`src/rtl/scr1_dmem_ahb_q.sv`:
```
// Queued bridge from the SCR1 core data-memory port to a single-beat AHB-Lite master.
// Optional macro SCR1_DMEM_AHB_RESP_REG_EN registers the response path toward the core.

package scr1_dmem_ahb_q_pkg;
  localparam int SCR1_AHB_WIDTH = 32;

  typedef enum logic {
    SCR1_MEM_CMD_RD = 1'b0,
    SCR1_MEM_CMD_WR = 1'b1
  } type_scr1_mem_cmd_e;

  typedef enum logic [1:0] {
    SCR1_MEM_WIDTH_BYTE  = 2'b00,
    SCR1_MEM_WIDTH_HWORD = 2'b01,
    SCR1_MEM_WIDTH_WORD  = 2'b10,
    SCR1_MEM_WIDTH_ERROR = 2'b11
  } type_scr1_mem_width_e;

  typedef enum logic [1:0] {
    SCR1_MEM_RESP_NOTRDY = 2'b00,
    SCR1_MEM_RESP_RDY_OK = 2'b01,
    SCR1_MEM_RESP_RDY_ER = 2'b10
  } type_scr1_mem_resp_e;

  typedef struct packed {
    logic                      hwrite;
    logic [2:0]                hsize;
    logic [SCR1_AHB_WIDTH-1:0] haddr;
    logic [SCR1_AHB_WIDTH-1:0] hwdata;
    logic                      misalign;
  } req_entry_t;
endpackage

module scr1_dmem_ahb_q
  import scr1_dmem_ahb_q_pkg::*;
#(
  parameter int REQ_DEPTH    = 2,
  parameter int MISALIGN_CHK = 1
) (
  input  logic                      clk,
  input  logic                      rst_n,
  output logic                      dmem_req_ack,
  input  logic                      dmem_req,
  input  type_scr1_mem_cmd_e        dmem_cmd,
  input  type_scr1_mem_width_e      dmem_width,
  input  logic [SCR1_AHB_WIDTH-1:0] dmem_addr,
  input  logic [SCR1_AHB_WIDTH-1:0] dmem_wdata,
  output logic [SCR1_AHB_WIDTH-1:0] dmem_rdata,
  output type_scr1_mem_resp_e       dmem_resp,
  output logic [3:0]                hprot,
  output logic [2:0]                hburst,
  output logic [2:0]                hsize,
  output logic [1:0]                htrans,
  output logic                      hmastlock,
  output logic [SCR1_AHB_WIDTH-1:0] haddr,
  output logic                      hwrite,
  output logic [SCR1_AHB_WIDTH-1:0] hwdata,
  input  logic                      hready,
  input  logic [SCR1_AHB_WIDTH-1:0] hrdata,
  input  logic                      hresp
);
  localparam int CNT_W = $clog2(REQ_DEPTH + 1);
  localparam int PTR_W = (REQ_DEPTH > 1) ? $clog2(REQ_DEPTH) : 1;
  localparam logic [1:0] HTRANS_IDLE   = 2'b00;
  localparam logic [1:0] HTRANS_NONSEQ = 2'b10;

  typedef enum logic {FSM_ADDR, FSM_DATA} fsm_e;

  req_entry_t                mem_q [REQ_DEPTH];
  req_entry_t                new_entry, head;
  logic [PTR_W-1:0]          wr_ptr_q, wr_ptr_d, rd_ptr_q, rd_ptr_d;
  logic [CNT_W-1:0]          cnt_q, cnt_d;
  fsm_e                      fsm_q, fsm_d;
  logic [SCR1_AHB_WIDTH-1:0] hwdata_q, hwdata_d;
  logic [1:0]                dp_size_q, dp_size_d, dp_lane_q, dp_lane_d;
  logic                      full, push, pop, issue, mis_pop, head_vld, dp_ok;
  logic                      resp_vld_d, resp_err_d;
  logic [SCR1_AHB_WIDTH-1:0] rdata_d, rd_shift_b, rd_shift_h;

  function automatic logic [PTR_W-1:0] ptr_inc(input logic [PTR_W-1:0] p);
    return (p == PTR_W'(REQ_DEPTH - 1)) ? '0 : p + 1'b1;
  endfunction

  // Store data is steered onto its byte lanes at enqueue time.
  // NOTE: every always_comb output gets a default first so no path can infer a latch.
  always_comb begin
    new_entry        = '0;
    new_entry.hwrite = (dmem_cmd == SCR1_MEM_CMD_WR);
    new_entry.haddr  = dmem_addr;
    case (dmem_width)
      SCR1_MEM_WIDTH_BYTE: begin
        new_entry.hsize  = 3'b000;
        new_entry.hwdata = {24'h0, dmem_wdata[7:0]} << {dmem_addr[1:0], 3'b000};
      end
      SCR1_MEM_WIDTH_HWORD: begin
        new_entry.hsize    = 3'b001;
        new_entry.hwdata   = {16'h0, dmem_wdata[15:0]} << {dmem_addr[1], 4'b0000};
        new_entry.misalign = dmem_addr[0];
      end
      default: begin
        new_entry.hsize    = 3'b010;
        new_entry.hwdata   = dmem_wdata;
        new_entry.misalign = |dmem_addr[1:0];
      end
    endcase
    if (MISALIGN_CHK == 0) new_entry.misalign = 1'b0;
  end

  always_comb begin
    full         = (cnt_q == CNT_W'(REQ_DEPTH));
    dmem_req_ack = ~full;
    push         = dmem_req & ~full;
    head_vld     = (cnt_q != '0);
    head         = mem_q[rd_ptr_q];
    dp_ok        = (fsm_q == FSM_DATA) & hready & ~hresp;
    issue        = head_vld & ~head.misalign & ((fsm_q == FSM_ADDR) | dp_ok);
    // Misaligned heads retire only with no data phase open, which keeps responses in order.
    mis_pop      = head_vld & head.misalign & (fsm_q == FSM_ADDR);
    pop          = issue | mis_pop;
    cnt_d        = cnt_q + CNT_W'(push) - CNT_W'(pop);
    wr_ptr_d     = push ? ptr_inc(wr_ptr_q) : wr_ptr_q;
    rd_ptr_d     = pop  ? ptr_inc(rd_ptr_q) : rd_ptr_q;
    hwdata_d     = issue ? head.hwdata      : hwdata_q;
    dp_size_d    = issue ? head.hsize[1:0]  : dp_size_q;
    dp_lane_d    = issue ? head.haddr[1:0]  : dp_lane_q;
  end

  always_comb begin
    fsm_d = fsm_q;
    case (fsm_q)
      FSM_ADDR: if (issue)  fsm_d = FSM_DATA;
      FSM_DATA: if (hready) fsm_d = issue ? FSM_DATA : FSM_ADDR;
      default:              fsm_d = FSM_ADDR;
    endcase
  end

  always_comb begin
    resp_vld_d = ((fsm_q == FSM_DATA) & hready) | mis_pop;
    resp_err_d = ((fsm_q == FSM_DATA) & hresp)  | mis_pop;
    rd_shift_b = hrdata >> {dp_lane_q, 3'b000};
    rd_shift_h = hrdata >> {dp_lane_q[1], 4'b0000};
    case (dp_size_q)
      2'b00:   rdata_d = {24'h0, rd_shift_b[7:0]};
      2'b01:   rdata_d = {16'h0, rd_shift_h[15:0]};
      default: rdata_d = hrdata;
    endcase
  end

  // NOTE: state flops use non-blocking assignments so every flop samples pre-edge values.
  always_ff @(posedge clk or negedge rst_n) begin
    if (!rst_n) begin
      fsm_q    <= FSM_ADDR;
      cnt_q    <= '0;
      wr_ptr_q <= '0;
      rd_ptr_q <= '0;
    end else begin
      fsm_q    <= fsm_d;
      cnt_q    <= cnt_d;
      wr_ptr_q <= wr_ptr_d;
      rd_ptr_q <= rd_ptr_d;
    end
  end

  // NOTE: queue storage and data-phase registers are not reset; count and fsm gate every use.
  always_ff @(posedge clk) begin
    if (push) mem_q[wr_ptr_q] <= new_entry;
    hwdata_q  <= hwdata_d;
    dp_size_q <= dp_size_d;
    dp_lane_q <= dp_lane_d;
  end

  logic resp_vld, resp_err;
`ifdef SCR1_DMEM_AHB_RESP_REG_EN
  logic                      resp_vld_q, resp_err_q;
  logic [SCR1_AHB_WIDTH-1:0] rdata_q;
  always_ff @(posedge clk or negedge rst_n) begin
    if (!rst_n) begin
      resp_vld_q <= 1'b0;
      resp_err_q <= 1'b0;
    end else begin
      resp_vld_q <= resp_vld_d;
      resp_err_q <= resp_err_d;
    end
  end
  always_ff @(posedge clk) rdata_q <= rdata_d;
  assign resp_vld   = resp_vld_q;
  assign resp_err   = resp_err_q;
  assign dmem_rdata = rdata_q;
`else
  assign resp_vld   = resp_vld_d;
  assign resp_err   = resp_err_d;
  assign dmem_rdata = rdata_d;
`endif

  always_comb begin
    dmem_resp = SCR1_MEM_RESP_NOTRDY;
    if (resp_vld) begin
      if (resp_err) dmem_resp = SCR1_MEM_RESP_RDY_ER;
      else          dmem_resp = SCR1_MEM_RESP_RDY_OK;
    end
  end

  assign htrans    = issue ? HTRANS_NONSEQ : HTRANS_IDLE;
  assign haddr     = head.haddr;
  assign hwrite    = head.hwrite;
  assign hsize     = head.hsize;
  assign hwdata    = hwdata_q;
  assign hprot     = 4'b0001;
  assign hburst    = 3'b000;
  assign hmastlock = 1'b0;

endmodule

```
`config.mk`:
```
export PLATFORM = sky130hd
export DESIGN_NAME = scr1_dmem_ahb_q
export DESIGN_NICKNAME = d
export VERILOG_FILES = /design/src/rtl/scr1_dmem_ahb_q.sv
export SDC_FILE = /design/constraint.sdc
export NUM_CORES = 1
export LEC_CHECK = 0
export CAP_MARGIN = 20
export CELL_PAD_IN_SITES_DETAIL_PLACEMENT = 1
export CELL_PAD_IN_SITES_GLOBAL_PLACEMENT = 2
export CORE_UTILIZATION = 35
export DETAILED_ROUTE_END_ITERATION = 16
export GPL_ROUTABILITY_DRIVEN = 0
export PLACE_DENSITY = 0.93
export REMOVE_ABC_BUFFERS = 1
export SYNTH_ARGS = -nofsm -noshare
export SYNTH_HDL_FRONTEND = slang
export SYNTH_SLANG_ARGS = --single-unit
```
`constraint.sdc`:
```
create_clock -name clk -period 7.99 [get_ports clk]
set_input_delay 1.598 -clock clk [delete_from_list [all_inputs] [get_ports clk]]
set_output_delay 1.598 -clock clk [all_outputs]
set_load 0.05 [all_outputs]
```
==> out/results.txt <==
Clk pwr share -> 0.198
setup TNS -> 0 ns
vias in the first global route -> 4,935
Setup crit end kind -> output port
Core ar. -> 21,200 um2
Post-CTS Setup Inserts -> 0
Period Utilization, post-route -> 0.681
Iter 0 DRT Violations -> 181
Max Cap Violations -> 0
gr ovfl total -> 0
clock slew at reported path FFs -> 0.07 ns
Residual DRC -> 0
Syn Inst Count -> 483
sw frac -> 0.409
post-synth top area share -> 0.681
clock buffer depth -> 2
most common cell after layout, fill and taps aside -> clkdlybuf4s50_1
Top FF cell, synth -> edfxtp_1
Power Density -> 403 nW/um2
top-level I/O count -> 217
DIE HEIGHT -> 149 um
layout cells sized above 1 -> 0.168
Async S/R FF share, synth -> 0.0282
most frequent cells in the layout -> 206 x clkdlybuf4s50_1, 172 x edfxtp_1, 67 x mux2_2
Post-DP HPWL -> 12,400 um
DR vias/cell -> 4.81
startpoint types -> primary input
slew margin rel. -> 0.301
Synth Cell Area -> 7590 um2
CTS buffer count -> 17
Netlist cell types -> 41
Int Power -> 0.00243 W
Critical R2R Capture -> hwdata[19]
area of the multi-input gates -> 1890 um2
Worst Path Class, Setup -> primary input to output port
Non-Filler Instances -> 942
total track usage -> 0.164
Seq pwr share -> 0.368
post-cts resize count -> 0
top post-synthesis cells by area -> edfxtp_1 68%, mux2_2 9.9%, buf_4 4.6%, and2_1 2.1%, dfrtp_1 1.6%
Worst Hold Class -> flop to flop
register area -> 5290 um2
Syn Area/Cell -> 15.7 um2
Pins Over Slew Limit -> 0
Die W -> 149 um
number of diodes -> 0
dpl cell area -> 9620 um2
biggest area consumer among synthesized cells -> edfxtp_1
CP startpoint -> hresp
WP data required -> 6.39 ns
Seq/Total Area, Yosys -> 0.697
unrepaired setup endpoints after global routing -> no
CTS H-tree depth -> 4
static leakage -> 3.53 nW
fin nets -> 760
critical path arrival -> 3.84 ns
Row Count -> 53
CTS tree -> built
Final Core Density -> 0.483
FMAX -> 184 MHz
number of cells on the worst reg-to-reg path -> 4
Final min period -> 5.44 ns
# placed instances -> 909
end of the worst hold path -> hwdata[14]
final setup fails -> 0
antenna violations before repair -> 0
fin area -> 10,200 um2
P_sw -> 0.00168 W
Worst Skew -> 0.0118 ns
CTS root buf -> clkbuf_16
final hold slack -> 0.548 ns
pin count of the biggest net entering global routing -> 71
Die ar. -> 22,300 um2
Tightest Pin Transition -> 1.05 ns
# fillers -> 2,050
Post-synth EDFFs -> 172
run status -> complete, no violations
DRT Pass-1 Iters -> 4
CTS Hold Bufs -> 0
Hold Startpoint -> mem_q[0][15]
Area Growth Syn to Fin -> 34.6%
Post-Route WL -> 18,100 um
crit path max fanout -> 37
FF-to-FF Start -> rd_ptr_q
PortBufs -> 206
Clock Sinks -> 177
Logic pwr share -> 0.434
Hold Path Depth -> 1
setup slack, reg-to-reg -> 5.39 ns
vias post-DR -> 4,531
Clock Latency Late Sink -> 0.43 ns
yosys warns -> 0
Initial Util -> 0.359
first-pass GRT wire length -> 26,800 um
hold violation count in the final report -> 0
drt wl/cell -> 19.2 um
peak supply drop -> 0.182 mV
Routed Antenna Nets -> 0
synthesized flop and latch total -> 177
[critical path, stage by stage]
cell             delay, ns
clkdlybuf4s50_1       0.45
nand2b_1              0.25
a21oi_4               0.17
buf_4                 0.46
clkdlybuf4s50_1       0.90
[power groups by stage]
stage                     Clock, W  Combinational, W  Sequential (W)
final                     0.000814           0.00178         0.00151
after global placement           0           0.00175         0.00153
after detailed placement         0           0.00178         0.00155
after global routing      0.000865           0.00186         0.00155
after floorplan                  0          0.000962         0.00173
after CTS                 0.000830           0.00179         0.00153
[routing by layer]
layer / part of all wire / global-route usage / up-vias
met5: 0 / 0 / -
met4: 0.016 / 0.0546 / 0
met3: 0.10 / 0.0719 / 24
met2: 0.50 / 0.289 / 212
met1: 0.38 / 0.174 / 2198
li1: - / - / 2097
[synth_stat cells (all sizes together) (2+ instances only)]
cell and instances:
inv 3, nor2b 10, nand2b 5, ha 2
a221o 8, nor2 7, nor3 7, o21bai 2
edfxtp 172, xnor2 3, and3b 8, buf 60
a21oi 11, o21ai 27, nand2 25, a22o 9
dfrtp 5, and2 26, mux2i 8, mux2 67
conb 2, clkbuf 6
[stage by stage]
step                      power, W  worst slack (ns)
after floorplan            0.00270              1.70
after global placement     0.00328              2.58
after detailed placement   0.00333              2.53
after CTS                  0.00415              2.52
after global routing       0.00428              2.40
final                      0.00411              2.55
[worst max path at each step]
stage                           end  slack (ns)  cells past startpoint
after global placement    htrans[1]        2.58                      5
after detailed placement  htrans[1]        2.53                      5
after floorplan           htrans[1]        1.70                      3
after CTS                 htrans[1]        2.52                      5
final                     htrans[1]        2.55                      5
after global routing      htrans[1]        2.40                      5
[state kept, by name, summed over array words and instances, names as in the netlist]
register	count
hwdata	32
cnt_q	2
dp_size_q	2
fsm_q	1
wr_ptr_q	1
rd_ptr_q	1
dp_lane_q	2
mem_q	136
[logic make-up (layout without fill, tap and decap cells)]
| logic type | Yosys count | count (layout) | synth area share |
|---|---|---|---|
| flip-flops | 177 | 177 | 0.697 |
| AND/OR/NAND/NOR | 93 | 93 | 0.0694 |
| multiplexers | 75 | 75 | 0.110 |
| buffers and inverters | 69 | 245 | 0.0610 |
| AO/OA/AOI/OAI | 62 | 62 | 0.0542 |
| XOR/XNOR | 3 | 3 | 0.00346 |
| adder cells (fa/ha/maj) | 2 | 2 | 0.00330 |
| other | 2 | 10 | 0.000990 |
[area by class of cell]
cell class	count	area share
flip-flops and latches	177	0.518
clock buffers	17	0.0417
multi-input cells	245	0.185
clock inverters	15	0.0146
inverters	3	0.00110
well taps	275	0.0337
repair buffers	210	0.206
No activity file was read; power rests on OpenSTA's default activity.
